## src/rtl/egr_rrs_pkg.sv

```systemverilog
// Shared RRS protocol constants and payload types for the egress requestor and responder sides.
package egr_rrs_pkg;

  localparam int ID_W   = 8;
  localparam int ADDR_W = 20;
  localparam int DATA_W = 512;

  typedef struct packed {
    logic [ID_W-1:0]   id;
    logic [ADDR_W-1:0] addr;
  } rrs_req_t;

  typedef struct packed {
    logic [ID_W-1:0]   id;
    logic [DATA_W-1:0] data;
    logic              err;
  } rrs_rsp_t;

endpackage

```

## src/rtl/egr_rrs_rsp_buf.sv

```systemverilog
// Completion buffer storage: id written at request time, data/err written when the mesh returns,
// read asynchronously at the head of the queue.
module egr_rrs_rsp_buf #(
  parameter int ID_W   = egr_rrs_pkg::ID_W,
  parameter int DATA_W = egr_rrs_pkg::DATA_W,
  parameter int DEPTH  = 8,
  parameter int IDX_W  = $clog2(DEPTH)
) (
  input  logic              clk,
  input  logic              id_we,
  input  logic [IDX_W-1:0]  id_waddr,
  input  logic [ID_W-1:0]   id_wdata,
  input  logic              data_we,
  input  logic [IDX_W-1:0]  data_waddr,
  input  logic [DATA_W-1:0] data_wdata,
  input  logic              err_wdata,
  input  logic [IDX_W-1:0]  raddr,
  output logic [ID_W-1:0]   rd_id,
  output logic [DATA_W-1:0] rd_data,
  output logic              rd_err
);

  logic [ID_W-1:0]   id_mem   [DEPTH];
  logic [DATA_W-1:0] data_mem [DEPTH];
  logic [DEPTH-1:0]  err_mem;

  always_ff @(posedge clk) begin
    if (id_we) id_mem[id_waddr] <= id_wdata;
    if (data_we) begin
      data_mem[data_waddr] <= data_wdata;
      err_mem[data_waddr]  <= err_wdata;
    end
  end

  assign rd_id   = id_mem[raddr];
  assign rd_data = data_mem[raddr];
  assign rd_err  = err_mem[raddr];

endmodule

```

## src/rtl/egr_rrs_responder.sv

```systemverilog
// RRS responder: forwards segment reads to the mesh, buffers returned beats in request order
// and hands them back tagged with the requestor id. Credits bound in-flight reads to DEPTH.
module egr_rrs_responder #(
  parameter int ID_W   = egr_rrs_pkg::ID_W,
  parameter int ADDR_W = egr_rrs_pkg::ADDR_W,
  parameter int DATA_W = egr_rrs_pkg::DATA_W,
  parameter int DEPTH  = 8,
  parameter int CNT_W  = $clog2(DEPTH) + 1
) (
  input  logic              clk,
  input  logic              rst,
  input  logic              req_valid,
  output logic              req_ready,
  input  logic [ID_W-1:0]   req_id,
  input  logic [ADDR_W-1:0] req_addr,
  output logic              mrd_valid,
  input  logic              mrd_ready,
  output logic [ADDR_W-1:0] mrd_addr,
  input  logic              mrd_rsp_valid,
  input  logic [DATA_W-1:0] mrd_rsp_data,
  input  logic              mrd_rsp_err,
  output logic              rsp_valid,
  input  logic              rsp_ready,
  output logic [ID_W-1:0]   rsp_id,
  output logic [DATA_W-1:0] rsp_data,
  output logic              rsp_err,
  output logic [CNT_W-1:0]  occupancy,
  output logic              protocol_err
);

  localparam int               IDX_W   = $clog2(DEPTH);
  localparam logic [CNT_W-1:0] DEPTH_C = CNT_W'(DEPTH);
  localparam logic [CNT_W-1:0] ONE     = CNT_W'(1);

  logic [CNT_W-1:0] alloc_ptr, fill_ptr, rd_ptr, used;
  logic [IDX_W-1:0] alloc_idx, fill_idx, rd_idx;
  logic [DEPTH-1:0] filled;
  logic             credit_ok, req_fire, fill_fire, orphan_beat, rsp_fire;

  assign alloc_idx = alloc_ptr[IDX_W-1:0];
  assign fill_idx  = fill_ptr[IDX_W-1:0];
  assign rd_idx    = rd_ptr[IDX_W-1:0];

  // Credit comes from registered pointers only, so a pop this cycle frees space next cycle.
  assign used      = alloc_ptr - rd_ptr;
  assign credit_ok = used < DEPTH_C;
  assign occupancy = used;

  assign mrd_valid = req_valid && credit_ok && !rst;
  assign mrd_addr  = req_addr;
  assign req_ready = mrd_ready && credit_ok && !rst;
  assign req_fire  = req_valid && req_ready;

  assign fill_fire   = mrd_rsp_valid && (fill_ptr != alloc_ptr);
  assign orphan_beat = mrd_rsp_valid && (fill_ptr == alloc_ptr);

  assign rsp_valid = !rst && filled[rd_idx] && (rd_ptr != fill_ptr);
  assign rsp_fire  = rsp_valid && rsp_ready;

  always_ff @(posedge clk) begin
    if (rst) begin
      alloc_ptr    <= '0;
      fill_ptr     <= '0;
      rd_ptr       <= '0;
      filled       <= '0;
      protocol_err <= 1'b0;
    end else begin
      if (req_fire)    alloc_ptr    <= alloc_ptr + ONE;
      if (fill_fire)   fill_ptr     <= fill_ptr + ONE;
      if (rsp_fire)    rd_ptr       <= rd_ptr + ONE;
      if (orphan_beat) protocol_err <= 1'b1;
      // alloc, fill and pop always address distinct entries, so these never collide.
      if (req_fire)  filled[alloc_idx] <= 1'b0;
      if (rsp_fire)  filled[rd_idx]    <= 1'b0;
      if (fill_fire) filled[fill_idx]  <= 1'b1;
    end
  end

  egr_rrs_rsp_buf #(
    .ID_W   (ID_W),
    .DATA_W (DATA_W),
    .DEPTH  (DEPTH),
    .IDX_W  (IDX_W)
  ) u_buf (
    .clk        (clk),
    .id_we      (req_fire),
    .id_waddr   (alloc_idx),
    .id_wdata   (req_id),
    .data_we    (fill_fire),
    .data_waddr (fill_idx),
    .data_wdata (mrd_rsp_data),
    .err_wdata  (mrd_rsp_err),
    .raddr      (rd_idx),
    .rd_id      (rsp_id),
    .rd_data    (rsp_data),
    .rd_err     (rsp_err)
  );

endmodule
```

## config.mk

```make
export PLATFORM = sky130hd
export DESIGN_NAME = egr_rrs_responder
export DESIGN_NICKNAME = d
export VERILOG_FILES = /design/src/rtl/egr_rrs_pkg.sv /design/src/rtl/egr_rrs_rsp_buf.sv /design/src/rtl/egr_rrs_responder.sv
export SDC_FILE = /design/constraint.sdc
export NUM_CORES = 2
export LEC_CHECK = 0
export CAP_MARGIN = 10
export CORE_MARGIN = 5
export CORE_UTILIZATION = 53
export DETAILED_ROUTE_END_ITERATION = 10
export PLACE_DENSITY = 0.8
export SLEW_MARGIN = 20
export SYNTH_ARGS = -nofsm -noshare
export SYNTH_HDL_FRONTEND = slang
export SYNTH_MEMORY_MAX_BITS = 65536
export SYNTH_SLANG_ARGS = --single-unit
```

## constraint.sdc

```tcl
create_clock -name clk -period 25.6 [get_ports clk]
set_clock_uncertainty 0.15 [all_clocks]
set_input_delay 3.84 -clock clk [delete_from_list [all_inputs] [get_ports clk]]
set_output_delay 3.84 -clock clk [all_outputs]
set_load 0.01 [all_outputs]
```

---- Word-level counts from Yosys, hierarchy flattened ----
Memories as Yosys holds them, arrays and structs flattened. A register that Yosys moved wholly into a read port is not among the register bits.
Cells that the tools add are included.
word-level totals
  flip-flop bits (word level) ............. 29
  latch bits .............................. 0
  RAM bits ................................ 4160
  bits in read-only memories .............. 0
  input port bits ......................... 547
  output and inout bits ................... 549
  logic and storage cells ................. 65
  memories ................................ 2
cells by class
  add/subtract/negate cells ............... 4
  $mul .................................... 0
  divide/modulo/power cells ............... 0
  order comparisons ....................... 7
  equality and inequality tests ........... 3
  shift operators ......................... 0
  muxes and demuxes ....................... 24
  bitwise logic cells ..................... 5
  reduce and logical (&&, ||, !) cells .... 14
memories
  name            depth  width  read ports  clocked after memory_dff  write ports  line                   source
  u_buf.data_mem  8      512    1           1                         1            egr_rrs_rsp_buf.sv:24  logic [DATA_W-1:0] data_mem [DEPTH];
  u_buf.id_mem    8      8      1           1                         1            egr_rrs_rsp_buf.sv:23  logic [ID_W-1:0] id_mem [DEPTH];
operators by type and width
  cell                                                                                  number
  8-bit two-way mux                                                                     5
  8-bit AND                                                                             2
  8-bit NOT                                                                             2
  1-bit logical AND                                                                     13
  4-bit by 1-bit adder with 4-bit output (second input constant)                        3
  3-bit by 4-bit < comparator with 1-bit output (second input constant)                 3
  3-bit two-way mux                                                                     4
  1-bit demux with 3-bit select                                                         3
  3-bit by 1-bit greater-or-equal comparator with 1-bit output (second input constant)  3
  1-bit two-way mux                                                                     9
  8-bit bitwise mux                                                                     1
  4-bit inequality test                                                                 2
  8-bit OR                                                                              1
  1-bit binary-select mux with 3-bit select                                             2
  4-bit equality test                                                                   1
  4-bit < comparator (second input constant)                                            1
  4-bit subtractor                                                                      1
  1-bit logical NOT                                                                     1

---- Depth between registers and ports, before layout ----
  word-level depth ........................ 13
  gate-level depth with buffers ........... 9
  mapped depth without buffers ............ 8

---- Modules after synthesis ----
A second synthesis with hierarchy kept.
second synthesis, totals
  cells, all modules ...................... 6234
  area total of the unflattened synthesis .. 157671.2 µm²
modules (own cells, without submodules)
  module             times used  cells an instance  area an instance (µm²)  seq. area each (µm²)
  egr_rrs_rsp_buf    1           6047               156157.3                125160.0
  egr_rrs_responder  1           187                1514.0                  420.4

---- Worst setup path after synthesis ----
Ideal clock, no wire load.
  path type ............................... input to register
  start ................................... in mrd_rsp_valid
  end ..................................... mem u_buf.data_mem[3][0] (enable)
  setup time .............................. 1404 ps
  arrival ................................. 25303 ps
  required time ........................... 24046 ps
  setup slack ............................. -1257 ps
  cell stages on the path ................. 2
  buffers on the path ..................... 0
  path through ............................ nand3_1 nor2_1
between the ends
  word-level cells in the longest chain between the ends .. 3
ends and longest elaborated chain
  item                                     line                     source
  start: declaration                       egr_rrs_responder.sv:19  input logic mrd_rsp_valid,
  1-bit logical AND                        egr_rrs_responder.sv:54  assign fill_fire = mrd_rsp_valid && (fill_ptr != alloc_ptr);
  1-bit two-way mux                        egr_rrs_rsp_buf.sv:29    if (data_we) begin
  1-bit two-way mux (not written as such)  egr_rrs_rsp_buf.sv:30    data_mem[data_waddr] <= data_wdata;
  end: declaration                         egr_rrs_rsp_buf.sv:24
Every way passes these cells.

==> out/metrics.yaml <==
clk_latency_ns: 0.94
post-place-ws_ns: 14.75
p_leak_nw: 56.4
post-cts-setup-buffers: 0
end_kind: "output pin"
htreeDepth: 5
clk_pin_slew_ns: 0.06
synth_flop_cell: "edfxtp_1"
wl_met3_um: 33800
synth_enable_flop_cells: 4168
clock-sinks: 4192
gp_congestion: 0.819
io_buffers: 1055
crit_path_end: "rsp_data[44]"
finalCoreUtilization: 0.629
drtPass1Iterations: 6
wl_met2_um: 184000
drive_gt1_frac: 0.293
yosys.area.top_type: "edfxtp_1"
rsz0062_at_grt: "false"
synth_area_um2: 157000
drt-initial-drc-count: 8290
r2r_slack_ns: 18.63
drv_slew: 0
worst_pin_slew_ns: 1.12
drt-met1-wl_um: 135000
cp_max_fo: 159
cp_slowest_cell: "dfxtp_4"
synth_cells: 6229
wirelength_um: 372000
powerDensity_nw_per_um2: 75.6
cap_viol_max_count: 0
irDropWorstVdd_mv: 0.0826
r2r_cells: 9
path_cells: "buf_12 -> buf_4 -> buf_4 -> buf_4 -> buf_4 -> mux4_2 -> mux2_2 -> clkdlybuf4s50_1"
drtAntennaViolNets: 0
timing.rr.end: "u_buf.data_mem[2][131]"
grt_start_max_net_pins: 160
period_share: 0.461
fp.dieW_um: 555
global_route.usage.total: 0.238
syn_nets: 6783
startpoint_type: "register"
synth_area_per_cell_um2: 25.3
synth.top_cell.area_share: 0.796
first_global_vias: 75222
holdCritPathClass: "register to register"
outcome: "finished clean"
top_layer: "met5"
dp_hpwl_um: 211000
grt_pass1_wl_um: 536000
grt_antenna_before_repair: 128
rows: 200
initial_core_util: 0.531
ys_top_cells_by_area: "edfxtp_1, mux4_2, mux2_2, clkbuf_1, dfxtp_1"
vias: 72935
setup_slack_ns: 13.80
ys_warn_count: 0
ys_seq_area_frac: 0.799
dp_cells: 11024
max_freq_ghz: 0.0847
die-area_um2: 308000
async_reset_ff_frac: 0
worst_ep_arrival_time_ns: 7.81
cts_tree: "yes"
ys_seq_elements: 4192
min_period_ns: 11.80
placed_area_um2: 173000
cp.required_ns: 21.61
relSlewSlack: 0.251
die_y_um: 555
fin_area_um2: 186000
cts_buffers: 409
hold_violations: 0
yosysMostFrequentCell: "edfxtp_1"
layout.cells.non_filler: 11874
overflow: 0
core_um2: 296000
clockRootBuffer: "clkbuf_16"
pin_count: 1096
cts.path.max_buffers: 4
synth.distinct_cells: 47
routed_via_density: 6.14
synth_common_cells: "edfxtp_1, mux4_2, mux2_2"
ctsHoldBuffers: 0
post_cts_resized: 0
syn_to_final_growth_pct: 18.4
slowest_delay_ns: 0.97
r2r-start: "alloc_ptr[0]"
route.detailed.drc: 0
crit_type: "register to output pin"
nNetsFinal: 8053
cp_common_cell: "buf_4"
routedWlPerCell_um: 31.3
setup_viol: 0
worst max-delay path: cells and delay by family, from the launching register on:
family / cells / cell delay [ns]
buf+inv: 6 / 4.68
mux: 2 / 0.72
flops: 1 / 0.97
state kept, by name, indices dropped and copies added (netlist names), named ones only:
register and flops:
u_buf.data_mem 4096, filled 8, protocol_err 1, alloc_ptr 4, rd_ptr 4, u_buf.err_mem 8
u_buf.id_mem 64, fill_ptr 4
kinds of logic (layout without fill, tap and decap cells):
| group | Yosys count | count (layout) | synth area share |
|---|---|---|---|
| compound gates | 23 | 23 | 0.00111 |
| xor+xnor | 15 | 15 | 0.000835 |
| fa+ha+maj | 7 | 7 | 0.000605 |
| buf+inv | 333 | 1943 | 0.00876 |
| flops | 4192 | 4192 | 0.799 |
| mux | 1569 | 1569 | 0.187 |
| other cells | 0 | 96 | 0 |
| simple gates | 90 | 90 | 0.00294 |
metrics by stage:
stage / total power [W] / TNS, ns / hold WS [ns]
2_1_floorplan: 0.00805 / -5008.77 / 0.316
3_3_place_gp: 0.00829 / 0 / 0.308
3_5_place_dp: 0.00831 / 0 / 0.319
4_1_cts: 0.0142 / 0 / 0.336
5_1_grt: 0.0145 / 0 / 0.358
6_report: 0.0141 / 0 / 0.334
placed cells by master, fill, tap and decap left out, types with 9 or more instances in the layout:
cell,Yosys,final
edfxtp_1,4168,4168
clkdlybuf4s50_1,0,1055
mux4_2,1041,1041
mux2_2,520,520
clkbuf_16,0,411
buf_4,21,106
diode_2,0,96
clkinv_1,0,84
clkinv_2,0,83
clkbuf_1,208,73
bufinv_16,0,36
clkinvlp_4,0,24
dfxtp_1,24,21
nand2_1,19,19
buf_12,0,17
clkinv_16,0,16
nor2_1,23,15
inv_1,11,11
nor4_1,10,10
xnor2_1,9,9
power by group:
part / switching, W / internal (W) / total, W
Combinational: 0.000276 / 0.000238 / 0.000514
Sequential: 0.0000222 / 0.00764 / 0.00766
Clock: 0.00258 / 0.00334 / 0.00592
Total: 0.00288 / 0.0112 / 0.0141
worst min path at each step:
stage / startpoint / endpoint / slack (ns) / cells after the start
6_report: protocol_err / protocol_err / 0.33 / 2
5_1_grt: protocol_err / protocol_err / 0.36 / 2
3_5_place_dp: protocol_err / protocol_err / 0.32 / 2
4_1_cts: protocol_err / protocol_err / 0.34 / 2
3_3_place_gp: protocol_err / protocol_err / 0.31 / 2
2_1_floorplan: filled[0] / filled[0] / 0.32 / 2
cell type report:
class	count	area [um2]
Fill cell	18514	110000
Antenna cell	96	240
Clock inverter	267	2770
Sequential cell	4192	126000
Inverter	11	41.3
Clock buffer	484	10600
Tap cell	3939	4930
Timing Repair Buffer	1181	11800
Multi-Input combinational cell	1704	30300
routing by layer:
layer,up-vias,track usage
li1,29520,-
met1,38797,0.311
met2,3802,0.380
met3,760,0.0613
met4,56,0.109
met5,-,0
No activity file was read; power rests on OpenSTA's default activity.
==> variant (same settings) <==
Register the output `rsp_err`; this adds one clock of latency there. The other outputs are not delayed to match.
--- a/src/rtl/egr_rrs_responder.sv
+++ b/src/rtl/egr_rrs_responder.sv
@@ -32,4 +32,6 @@
   localparam logic [CNT_W-1:0] DEPTH_C = CNT_W'(DEPTH);
   localparam logic [CNT_W-1:0] ONE     = CNT_W'(1);
+
+  logic rsp_err_d;
 
   logic [CNT_W-1:0] alloc_ptr, fill_ptr, rd_ptr, used;
@@ -94,6 +96,10 @@
     .rd_id      (rsp_id),
     .rd_data    (rsp_data),
-    .rd_err     (rsp_err)
+    .rd_err     (rsp_err_d)
   );
 
+  always_ff @(posedge clk) begin
+    rsp_err <= rsp_err_d;
+  end
+
 endmodule
Check against the original RTL: not settled (the Yosys comparison gave no result); the edit may change what the design does.
==> variant against the original RTL <==
  * Synthesized cell count hardly changed
  * First-iteration DRC count up 5.9%
  * Design area down 0.29%
  * Non-clock buffer count grew 3
  * Combinational power hardly changed
  * Setup slack better by 0.052 ns
  * Synthesized area about the same
  * Sequential cell count grew 1
  * Global-route usage down 0.17 points
  * Critical path depth unchanged
  * Total power down 1.2%
  * Routed wire length down 0.17%
  * Register-to-register slack improved by 0.42 ns
==> variant: results (changes against the original RTL) <==
sw frac 20.2% (-0.25 points); met2 global-route usage 37.3% (-0.79 points); total routed wirelength 371 mm (-0.17%); fin nets 8,049 (-0.050%); Critical Path Sink rsp_data[196]; Max stage delay on crit path 0.92 ns (-0.05 ns); Compound-Gate Fraction of Synth Area 0.111% (about the same); mux cell area share after synthesis 18.7% (about the same); Clock Power Share 41.3% (-0.7 points); Worst-Margin Slew 1.15 ns (+0.0283 ns); Num CTS Buffers 401 (-2.0%); worst r2r src fill_ptr[2]$_SDFFE_PP0P_; post-synthesis sequential area ratio 79.9% (about the same); Pleak 56.3 nW (-0.28%); crit path max-delay cell type buf_4; vias in the first global route 74,800 (-0.55%); Syn Inst Count 6,230 (+0.016%); Final GP Congestion 0.817 (-0.24%); first-pass GRT wire length 534 mm (-0.41%); share of power burned in registers 55.0% (+0.6 points); drt first pass iters 5 (-1); Skew-Pair Late Insertion Delay 0.92 ns (-0.02 ns); gr usage total 23.6% (-0.17 points); Max Fanout on Critical Path 110 (-31%); status complete, no violations; synth top area cells edfxtp_1 80%, mux4_2 15%, mux2_2 3.7%, clkbuf_1 0.50%, dfxtp_1 0.32%; initial DRC count 8,777 (+5.9%); share of cells above drive strength 1 28.9% (-0.35 points); Pint 11.1 mW (-0.87%); initial antenna violation count 139 (+8.6%); Placed Cells 11,000 (+0.054%); Adder-Cell Fraction of Synth Area 0.0604% (about the same); Synth Net Count 6,784 (+0.015%); met1 usage 31.0% (-0.074 points); via count 73,000 (+0.11%); fillers 18,600 (+0.31%); post-synthesis xor/xnor area fraction 0.0835% (about the same)
-- variant: per-stage QoR --
stage	cell area [um^2]	TNS (ns)	setup slack (ns)	utilization, %
floorplan	157000	-5008.77	-1.26	-
global placement	173000	0	14.54	58.3
detailed placement	173000	0	14.45	58.3
CTS	185000	0	13.38	62.6
global route	186000	0	12.98	62.7
finish	186000	0	13.85	62.7
-- variant: metal layers --
| metal | vias to the layer above | share of wire [%] |
|---|---|---|
| met5 | - | 0.12 |
| li1 | 29500 | - |
| met3 | 793 | 9.7 |
| met1 | 38800 | 36 |
| met4 | 74 | 4.9 |
| met2 | 3842 | 49 |
-- variant: layout make-up --
cell class	instances	share of cell area, %
Sequential cell	4193	67.6
Multi-Input combinational cell	1704	16.3
Timing Repair Buffer	1184	6.32
Clock buffer	498	5.67
Tap cell	3939	2.65
Clock inverter	240	1.22
Antenna cell	96	0.129
Inverter	11	0.0222
